<file path="src/rtl/mctp_pkg.sv">
// Shared definitions for the MCTP-over-PCIe VDM write responder:
// packet type codes, header bit positions, tag/seq widths and AXI response codes.
package mctp_pkg;

   // MCTP packet position within a message, as carried in hdr[127:126]
   typedef enum logic [1:0] {
      PKT_M  = 2'b00,
      PKT_L  = 2'b01,
      PKT_S  = 2'b10,
      PKT_SG = 2'b11
   } pkt_type_e;

   // AXI write-side protocol state
   typedef enum logic [1:0] {
      ST_IDLE = 2'd0,
      ST_DATA = 2'd1,
      ST_RESP = 2'd2
   } wr_state_e;

   localparam int TAG_W       = 4;
   localparam int SEQ_W       = 2;

   // Header field positions inside beat 0 of WDATA
   localparam int HDR_TYPE_LO = 126;
   localparam int HDR_SEQ_LO  = 124;
   localparam int HDR_TAG_LO  = 120;

   localparam logic [1:0] BRESP_OKAY   = 2'b00;
   localparam logic [1:0] BRESP_SLVERR = 2'b10;

   // Packet opens a message
   function automatic logic pkt_som(input pkt_type_e t);
      return (t == PKT_S) || (t == PKT_SG);
   endfunction

   // Packet closes a message
   function automatic logic pkt_eom(input pkt_type_e t);
      return (t == PKT_L) || (t == PKT_SG);
   endfunction

endpackage

</file>
<file path="src/rtl/mctp_asm_check.sv">
// MCTP packet assembly-order checker. Tracks whether a message is open, the
// expected sequence number and the message tag, and decides on beat 0 of each
// burst whether the packet is accepted (pass) and whether an open message is
// being discarded (abort). State advances only when update is asserted.
module mctp_asm_check
   import mctp_pkg::*;
(
   input  logic             clk,
   input  logic             rst_n,
   input  logic             update,
   input  pkt_type_e        pkt_type,
   input  logic [SEQ_W-1:0] seq,
   input  logic [TAG_W-1:0] tag,
   output logic             pass,
   output logic             abort
);

   logic             in_msg;
   logic             nxt_in_msg;
   logic [SEQ_W-1:0] exp_seq;
   logic [SEQ_W-1:0] nxt_exp_seq;
   logic [TAG_W-1:0] cur_tag;
   logic [TAG_W-1:0] nxt_cur_tag;

   // Decide acceptance of the current header and compute the next assembly state
   always_comb begin
      pass        = 1'b0;
      abort       = 1'b0;
      nxt_in_msg  = in_msg;
      nxt_exp_seq = exp_seq;
      nxt_cur_tag = cur_tag;
      case (pkt_type)
         PKT_S: begin
            pass        = 1'b1;
            abort       = in_msg;
            nxt_in_msg  = 1'b1;
            nxt_cur_tag = tag;
            nxt_exp_seq = seq + SEQ_W'(1);
         end
         PKT_SG: begin
            pass       = 1'b1;
            abort      = in_msg;
            nxt_in_msg = 1'b0;
         end
         default: begin
            if (in_msg && (seq == exp_seq) && (tag == cur_tag)) begin
               pass        = 1'b1;
               nxt_exp_seq = exp_seq + SEQ_W'(1);
               if (pkt_type == PKT_L) nxt_in_msg = 1'b0;
            end else begin
               abort      = in_msg;
               nxt_in_msg = 1'b0;
            end
         end
      endcase
   end

   // Commit the assembly state once per burst, on the header beat
   always_ff @(posedge clk or negedge rst_n) begin
      if (!rst_n) begin
         in_msg  <= 1'b0;
         exp_seq <= '0;
         cur_tag <= '0;
      end else if (update) begin
         in_msg  <= nxt_in_msg;
         exp_seq <= nxt_exp_seq;
         cur_tag <= nxt_cur_tag;
      end
   end

endmodule

</file>
<file path="src/rtl/axi_mctp_wr_slave.sv">
// AXI4 write-channel responder for MCTP-over-PCIe VDM writes (256b data).
// One AW/W burst at a time; beat 0 carries the 128b TLP header. Accepted
// packets are forwarded on a valid/ready payload stream through a single
// output register; B returns OKAY or SLVERR.
// Optional statistics counters: define AXI_MCTP_WR_SLV_STATS_EN.
//
// Handshakes: a transfer happens on a rising edge where valid and ready are
// both high; valid, once raised, is held with its data stable until ready.
module axi_mctp_wr_slave
   import mctp_pkg::*;
#(
   parameter int ID_W   = 7,
   parameter int DATA_W = 256
)(
   input  logic                i_clk,
   input  logic                i_reset_n,
   input  logic [ID_W-1:0]     I_AWID,
   input  logic [63:0]         I_AWADDR,
   input  logic [7:0]          I_AWLEN,
   input  logic                I_AWVALID,
   output logic                O_AWREADY,
   input  logic [DATA_W-1:0]   I_WDATA,
   input  logic [DATA_W/8-1:0] I_WSTRB,
   input  logic                I_WLAST,
   input  logic                I_WVALID,
   output logic                O_WREADY,
   output logic [ID_W-1:0]     O_BID,
   output logic [1:0]          O_BRESP,
   output logic                O_BVALID,
   input  logic                I_BREADY,
   output logic [DATA_W-1:0]   O_PDATA,
   output logic                O_PSOF,
   output logic                O_PEOF,
   output logic                O_PSOM,
   output logic                O_PEOM,
   output logic                O_PVALID,
   input  logic                I_PREADY,
`ifdef AXI_MCTP_WR_SLV_STATS_EN
   output logic [31:0]         O_STAT_MSG_OK,
   output logic [31:0]         O_STAT_ERR,
`endif
   output logic                O_ABORT
);

   wr_state_e   state;
   logic [7:0]  awlen_q;
   logic [63:0] awaddr_q;
   logic [7:0]  beat_cnt;
   logic        err_q;
   logic        fwd_q;
   pkt_type_e   type_q;

   logic        wfire;
   logic        beat0;
   logic        last_beat;
   pkt_type_e   hdr_type;
   pkt_type_e   cur_type;
   logic        chk_pass;
   logic        chk_abort;
   logic        fwd_beat;
   logic        beat_err;
   logic        unused_addr;

   // The address is captured for completeness but never decoded
   assign unused_addr = ^awaddr_q;

   // W is accepted only while the payload register can take a beat
   assign O_WREADY  = (state == ST_DATA) && (!O_PVALID || I_PREADY);
   assign wfire     = O_WREADY && I_WVALID;
   assign beat0     = (beat_cnt == 8'd0);
   assign last_beat = (beat_cnt == awlen_q);
   assign hdr_type  = pkt_type_e'(I_WDATA[HDR_TYPE_LO +: 2]);
   assign cur_type  = beat0 ? hdr_type : type_q;
   assign fwd_beat  = beat0 ? chk_pass : fwd_q;
   assign beat_err  = (I_WSTRB != '1) || (I_WLAST != last_beat) || (beat0 && !chk_pass);

   mctp_asm_check u_asm_check (
      .clk      (i_clk),
      .rst_n    (i_reset_n),
      .update   (wfire && beat0),
      .pkt_type (hdr_type),
      .seq      (I_WDATA[HDR_SEQ_LO +: SEQ_W]),
      .tag      (I_WDATA[HDR_TAG_LO +: TAG_W]),
      .pass     (chk_pass),
      .abort    (chk_abort)
   );

   // AXI protocol FSM with registered AW ready, B channel and abort pulse
   always_ff @(posedge i_clk or negedge i_reset_n) begin
      if (!i_reset_n) begin
         state     <= ST_IDLE;
         O_AWREADY <= 1'b0;
         O_BVALID  <= 1'b0;
         O_BRESP   <= BRESP_OKAY;
         O_BID     <= '0;
         O_ABORT   <= 1'b0;
         awlen_q   <= '0;
         awaddr_q  <= '0;
         beat_cnt  <= '0;
         err_q     <= 1'b0;
         fwd_q     <= 1'b0;
         type_q    <= PKT_M;
      end else begin
         O_ABORT <= 1'b0;
         case (state)
            ST_IDLE: begin
               if (O_AWREADY && I_AWVALID) begin
                  O_AWREADY <= 1'b0;
                  O_BID     <= I_AWID;
                  awlen_q   <= I_AWLEN;
                  awaddr_q  <= I_AWADDR;
                  beat_cnt  <= '0;
                  err_q     <= 1'b0;
                  state     <= ST_DATA;
               end else begin
                  O_AWREADY <= 1'b1;
               end
            end
            ST_DATA: begin
               if (wfire) begin
                  beat_cnt <= beat_cnt + 8'd1;
                  err_q    <= err_q || beat_err;
                  if (beat0) begin
                     fwd_q   <= chk_pass;
                     type_q  <= hdr_type;
                     O_ABORT <= chk_abort;
                  end
                  // The burst length is set by AWLEN, not by WLAST
                  if (last_beat) begin
                     O_BVALID <= 1'b1;
                     O_BRESP  <= (err_q || beat_err) ? BRESP_SLVERR : BRESP_OKAY;
                     state    <= ST_RESP;
                  end
               end
            end
            ST_RESP: begin
               if (I_BREADY) begin
                  O_BVALID  <= 1'b0;
                  O_AWREADY <= 1'b1;
                  state     <= ST_IDLE;
               end
            end
            default: state <= ST_IDLE;
         endcase
      end
   end

   // Payload output register: loads a forwarded beat, empties when taken
   always_ff @(posedge i_clk or negedge i_reset_n) begin
      if (!i_reset_n) begin
         O_PVALID <= 1'b0;
         O_PDATA  <= '0;
         O_PSOF   <= 1'b0;
         O_PEOF   <= 1'b0;
         O_PSOM   <= 1'b0;
         O_PEOM   <= 1'b0;
      end else if (wfire && fwd_beat) begin
         O_PVALID <= 1'b1;
         O_PDATA  <= I_WDATA;
         O_PSOF   <= beat0;
         O_PEOF   <= last_beat;
         O_PSOM   <= beat0 && pkt_som(cur_type);
         O_PEOM   <= last_beat && pkt_eom(cur_type);
      end else if (I_PREADY) begin
         O_PVALID <= 1'b0;
      end
   end

`ifdef AXI_MCTP_WR_SLV_STATS_EN
   // Saturating counters: completed messages forwarded and SLVERR responses
   always_ff @(posedge i_clk or negedge i_reset_n) begin
      if (!i_reset_n) begin
         O_STAT_MSG_OK <= '0;
         O_STAT_ERR    <= '0;
      end else begin
         if (wfire && beat0 && chk_pass && pkt_eom(hdr_type) && (O_STAT_MSG_OK != '1))
            O_STAT_MSG_OK <= O_STAT_MSG_OK + 32'd1;
         if ((state == ST_DATA) && wfire && last_beat && (err_q || beat_err) && (O_STAT_ERR != '1))
            O_STAT_ERR <= O_STAT_ERR + 32'd1;
      end
   end
`endif

endmodule
</file>
<file path="config.mk">
export PLATFORM = sky130hd
export DESIGN_NAME = axi_mctp_wr_slave
export DESIGN_NICKNAME = d
export VERILOG_FILES = /design/src/rtl/mctp_pkg.sv /design/src/rtl/mctp_asm_check.sv /design/src/rtl/axi_mctp_wr_slave.sv
export SDC_FILE = /design/constraint.sdc
export NUM_CORES = 1
export LEC_CHECK = 0
export CAP_MARGIN = 20
export CELL_PAD_IN_SITES_DETAIL_PLACEMENT = 0
export CELL_PAD_IN_SITES_GLOBAL_PLACEMENT = 1
export CORE_AREA = 4 4 248 250
export CTS_CLUSTER_SIZE = 28
export DETAILED_ROUTE_END_ITERATION = 16
export DIE_AREA = 0 0 252 254
export PLACE_DENSITY_LB_ADDON = 0.1
export SLEW_MARGIN = 20
export SYNTH_ARGS = -nofsm -noshare
export SYNTH_HDL_FRONTEND = slang
export SYNTH_SLANG_ARGS = --single-unit
</file>
<file path="constraint.sdc">
create_clock -name i_clk -period 2 [get_ports i_clk]
set_input_delay 0.4 -clock i_clk [delete_from_list [all_inputs] [get_ports i_clk]]
set_output_delay 0.4 -clock i_clk [all_outputs]
set_load 0.01 [all_outputs]
</file>
Word level (Yosys, flattened, before mapping)

Cells that the tools add are included.

Flip-flop bits (word level): 302
Input bits: 374
Output and inout bits: 274
Logic and storage cells: 113

Add/subtract/negate cells: 3
Equality and inequality tests: 18
Mux-type cells: 35
Bitwise gates (word level): 1
Reductions and logical operators: 36

Operators by type and width:

| kind                                                             | count |
|---|---|
| 32-bit != test (second input constant)                           | 1 |
| 1-bit 2-to-1 mux                                                 | 19 |
| 8-bit 2-to-1 mux                                                 | 2 |
| 8-bit one-hot mux with 2 select lines                            | 1 |
| 2-bit 2-to-1 mux                                                 | 7 |
| 2-bit == test (second input constant)                            | 5 |
| 1-bit logical AND                                                | 10 |
| 2-bit AND reduction                                              | 5 |
| 2-bit nonzero test                                               | 5 |
| 3-bit AND reduction                                              | 3 |
| 8-bit by 1-bit adder with 8-bit output (second input constant)   | 1 |
| 8-bit == test                                                    | 1 |
| 8-bit logical NOT                                                | 1 |
| 2-bit != test (second input constant)                            | 4 |
| 1-bit one-hot mux with 2 select lines                            | 4 |
| 4-bit AND reduction                                              | 2 |
| 2-bit by 1-bit == test with 1-bit output (second input constant) | 3 |
| 1-bit logical OR                                                 | 6 |
| 2-bit one-hot mux with 3 select lines                            | 1 |
| 2-bit by 1-bit adder with 2-bit output (second input constant)   | 2 |
| 4-bit == test                                                    | 1 |
| 4-bit != test (second input constant)                            | 1 |
| 2-bit one-hot mux with 2 select lines                            | 1 |
| 2-bit == test                                                    | 1 |
| other kinds (5)                                                  | 6 |

Logic depth before layout (Yosys ltp)

Depth after elaboration: 11
Mapped depth: 9
Gate-level depth less buffers: 7

Cells and area by module

Synthesis repeated with hierarchy kept, for this count alone.

Cell total of the unflattened synthesis: 771
Area, all modules: 12759.7 sq um

Modules (own cells, without submodules):

| module            | times used | cells an instance | area an instance (sq um) | seq. area each (sq um) |
|---|---|---|---|---|
| axi_mctp_wr_slave | 1          | 726               | 12288.0                  | 7332.0 |
| mctp_asm_check    | 1          | 45                | 471.7                    | 175.2 |

Worst setup path before layout

Ideal clock, no wire load.

Kind: reg2reg
From: reg beat_cnt[0]
To: reg O_PDATA[178]
Library setup time: 0.127 ns
Arrival time: 2.100 ns
Data required time: 1.873 ns
Slack: -0.227 ns
Stages on the path, launching flop included: 10
Path buffers: 2
Period minus slack after synthesis: 2.227 ns
Cells stage by stage: dfrtp_1 inv_1 ha_1 nor4b_4 nand2_1 a21oi_2 o31ai_4 buf_4 buf_6 mux2_1

Longest elaborated chain between the ends: 3

RTL lines:

| what                   | RTL line                 | text |
|---|---|---|
| start, declared        | axi_mctp_wr_slave.sv:48  | `logic [7:0] beat_cnt;` |
| start signal, assigned | axi_mctp_wr_slave.sv:121 | `beat_cnt <= beat_cnt + 8'd1;` |
| 8-bit logical NOT      | axi_mctp_wr_slave.sv:70  | `assign beat0 = (beat_cnt == 8'd0);` |
| 1-bit 2-to-1 mux       | -                        |  |
| 1-bit logical AND      | axi_mctp_wr_slave.sv:157 | `end else if (wfire && fwd_beat) begin` |
| end signal, assigned   | axi_mctp_wr_slave.sv:152 | `O_PDATA <= '0;` |
| end signal, assigned   | axi_mctp_wr_slave.sv:159 | `O_PDATA <= I_WDATA;` |
| end, declared          | axi_mctp_wr_slave.sv:31  | `output logic [DATA_W-1:0] O_PDATA,` |

No other way between the ends.
A chain may end at the register's enable or synchronous reset.

Worst setup path in the final report

From: reg beat_cnt[0]
To: reg O_PDATA[22]

Same word-level chain as after synthesis.

==> impl_metrics.yaml <==
route:
  vias: 8893
  finalWirelength_um: 46510
  vias_per_cell: 3.921
  wl_per_cell_um: 20.51
  drt-initial-drc-count: 247
  antenna_left: 0
  drt_first_pass_iters: 4
  drc_errors: 0
worst_setup_path:
  crit_arrival_ns: 2.76
  crit_fanout: 17
  end_kind: "flip-flop"
  start_kind: "flip-flop"
  crit_type: "reg2reg"
  cp.required_ns: 2.42
  r2r_slack_ns: -0.35
pwr:
  switchingPower_w: 0.01095
  seq_power_share_pct: 30.8
  sw_frac_of_total_pct: 31.45
  power_density_nw_per_um2: 1644
  combPwrFrac_pct: 49.2
  power_leakage_nw: 9.115
  p_clk_share_pct: 19.9
  ir_worst_vdd_v: 0.0008384
  p_int_w: 0.02387
floorplan:
  die_h_um: 254
  fp.dieW_um: 252
  ioPinCount: 648
  initial_utilization_pct: 19.96
  floorplan.rows: 89
  core_sq_um: 59020
  dieArea_sq_um: 64010
run_status:
  failed_checks: "negative setup slack"
  status: "finished, violations left"
grt:
  grt_usage_pct: 13.02
  grt_pass1_wl_um: 62650
  overflow: 0
  grt_max_degree: 54
  antenna_found_initial: 7
  grt_pass1_vias: 9415
sta:
  hold_ws_ns: 0.3585
  rsz0062_at_grt: "yes"
  finClkSkew_ns: 0.01184
  report.final.slew_viol_count: 0
  finalWorstSetupSlack_ns: -0.3483
  fmax_mhz: 425.8
  period_minus_slack_ns: 2.348
  hold_viol: 0
  final.period_utilization_pct: 117.4
  setup_viol: 259
synth:
  synthCells: 774
  ys_types: 41
  avgSynthCellArea_sq_um: 15.22
  syn_nets: 1150
  synthArstFlopShare_pct: 100.0
  ys_ff_latch: 300
  ys_warn_count: 0
  synth-edff-count: 0
  synth_top_area_share_pct: 63.71
  ys.flop_type: "dfrtp_1"
  ys_seq_area_share_pct: 63.71
  yosysTopAreaCell: "dfrtp_1"
  syn_area_sq_um: 11780
  synthTopCellsByArea: "dfrtp_1, mux2_1, mux2_2, buf_6, nand2_1"
placement:
  dp_hpwl_um: 33800
  gp_congestion: 0.7202
  placed_cell_area_sq_um: 18950
  io_buffers: 582
clock_tree:
  clock-sinks: 300
  cts_buffer_depth: 3
  root_buffer: "clkbuf_16"
  clk_latency_ns: 0.54
  cts.clk_slew.worst_paths_ns: 0.06
  cts_tree: "done"
  htreeDepth: 2
  cts_made_buffers: 40
layout:
  seqCellArea_sq_um: 7507
  nets: 1841
  area_growth_pct: 79.79
  final_area_sq_um: 21180
  drive_above_1_share_pct: 20.31
  final_util_pct: 35.89
  n_fill_cell: 5833
  multi_input_area_sq_um: 4277
hold_path:
  min_path_type: "in2async"
job:
  cap_violations: 0
==> logic make-up after synthesis <==
group | count (synthesis) | synth area share, %
muxes | 263 | 25.11
buffers and inverters | 43 | 2.941
DFF | 300 | 63.71
AOI/OAI and AO/OA | 31 | 1.784
other | 1 | 0.03183
adders and majority gates | 2 | 0.2123
xor gates and xnor gates | 21 | 1.561
and+or+nand+nor | 113 | 4.641
==> area by class of cell <==
cell class / instances / share of cell area (%)
Antenna cell: 3 / 0.03544
Clock buffer: 64 / 5.676
Clock inverter: 5 / 0.2481
Inverter: 9 / 0.1595
Multi-Input combinational cell: 431 / 20.19
Sequential cell: 300 / 35.44
Tap cell: 773 / 4.566
Timing Repair Buffer: 683 / 33.69
==> metal layers <==
layer,share of wire (%),track usage (%)
met5,0.15,0
met4,2.2,3.846
met3,8.8,5.598
met2,51,23.23
met1,38,14.07
==> timing repair <==
item	in CTS	in global routing
gates resized for setup	9	106
endpoints found under the setup margin	260	266
endpoints found under the hold margin	34	0
cloned	0	16
hold buffers	1	0
buffers inserted	2	18
pin swaps	0	4
==> stage by stage <==
stage	std cells	worst slack (ns)	TNS (ns)	power, W
2_1_floorplan	774	-0.1400	-32.40	0.01688
6_report	2268	-0.3483	-73.09	0.03483
3_5_place_dp	2160	-0.5957	-149.35	0.02580
3_3_place_gp	2160	-0.5945	-148.16	0.02568
4_1_cts	2232	-0.2832	-62.76	0.03315
5_1_grt	2266	-0.4317	-98.89	0.03685
==> worst max-delay path, stage by stage (launching register included) <==
cell and delay, ns:
dfrtp_1 0.39, inv_2 0.06, ha_1 0.13, nor4b_4 0.27, nand2_4 0.13, a21oi_4 0.21, o31ai_4 0.11, buf_12 0.15
buf_12 0.12, clkbuf_16 0.15, buf_16 0.16, mux2_1 0.33
==> synth_stat cells, types with 2 or more instances <==
library cell and instances:
a21oi_1 10, a22o_1 2, a22oi_1 2, and3_1 3, buf_2 4, buf_4 2, buf_6 23, clkbuf_1 5
dfrtp_1 300, ha_1 2, inv_1 9, mux2_1 207, mux2_2 54, mux2i_1 2, nand2_1 58, nand2b_1 3
nand3_1 7, nand4_1 8, nor2_1 14, nor2b_1 3, nor3_1 6, nor4_1 4, o21ai_0 8, or3_1 2
xnor2_1 7, xor2_1 14
==> power groups by stage <==
stage / Clock (W) / Sequential (W) / Combinational [W]
floorplan: 0 / 0.0121 / 0.00482
global placement: 0 / 0.0107 / 0.0150
detailed placement: 0 / 0.0108 / 0.0150
CTS: 0.00727 / 0.0107 / 0.0152
global route: 0.00748 / 0.0111 / 0.0182
finish: 0.00694 / 0.0107 / 0.0172
==> cells in the final DEF, fill, tap and decap left out, types with 4 or more instances in the layout <==
master and instances:
clkbuf_16 52, nand4_1 8, mux2_1 127, clkbuf_8 9, nand2_1 57, mux2_2 54, buf_16 8, nor3_1 6
mux2_4 80, o21ai_0 7, dfrtp_1 300, nand3_1 7, buf_4 63, clkdlybuf4s50_1 578, buf_8 4, nor2_1 14
buf_12 13, a21oi_1 10, clkbuf_1 14, xnor2_1 7, xor2_1 14, inv_1 7
==> flip-flops by register name (all words and copies together), names as in the netlist, 2 cells and up <==
register and count:
O_BID 7, O_PDATA 256, awlen_q 8, beat_cnt 8, state 2, u_asm_check.cur_tag 4, u_asm_check.exp_seq 2
==> path summary, 6_finish.rpt <==
| check | startpoint | to | cells past startpoint |
|---|---|---|---|
| hold / removal | i_reset_n | O_PDATA[177] | 2 |
| hold reg to reg | O_BID[4] | O_BID[4] | 2 |
| min in group i_clk | I_AWID[1] | O_BID[1] | 3 |
| setup / recovery | beat_cnt[0] | O_PDATA[22] | 11 |
| setup reg to reg | beat_cnt[0] | O_PDATA[22] | 11 |
| max in group asynchronous | i_reset_n | O_PDATA[19] | 3 |
Power figures use the tool's default switching activity.
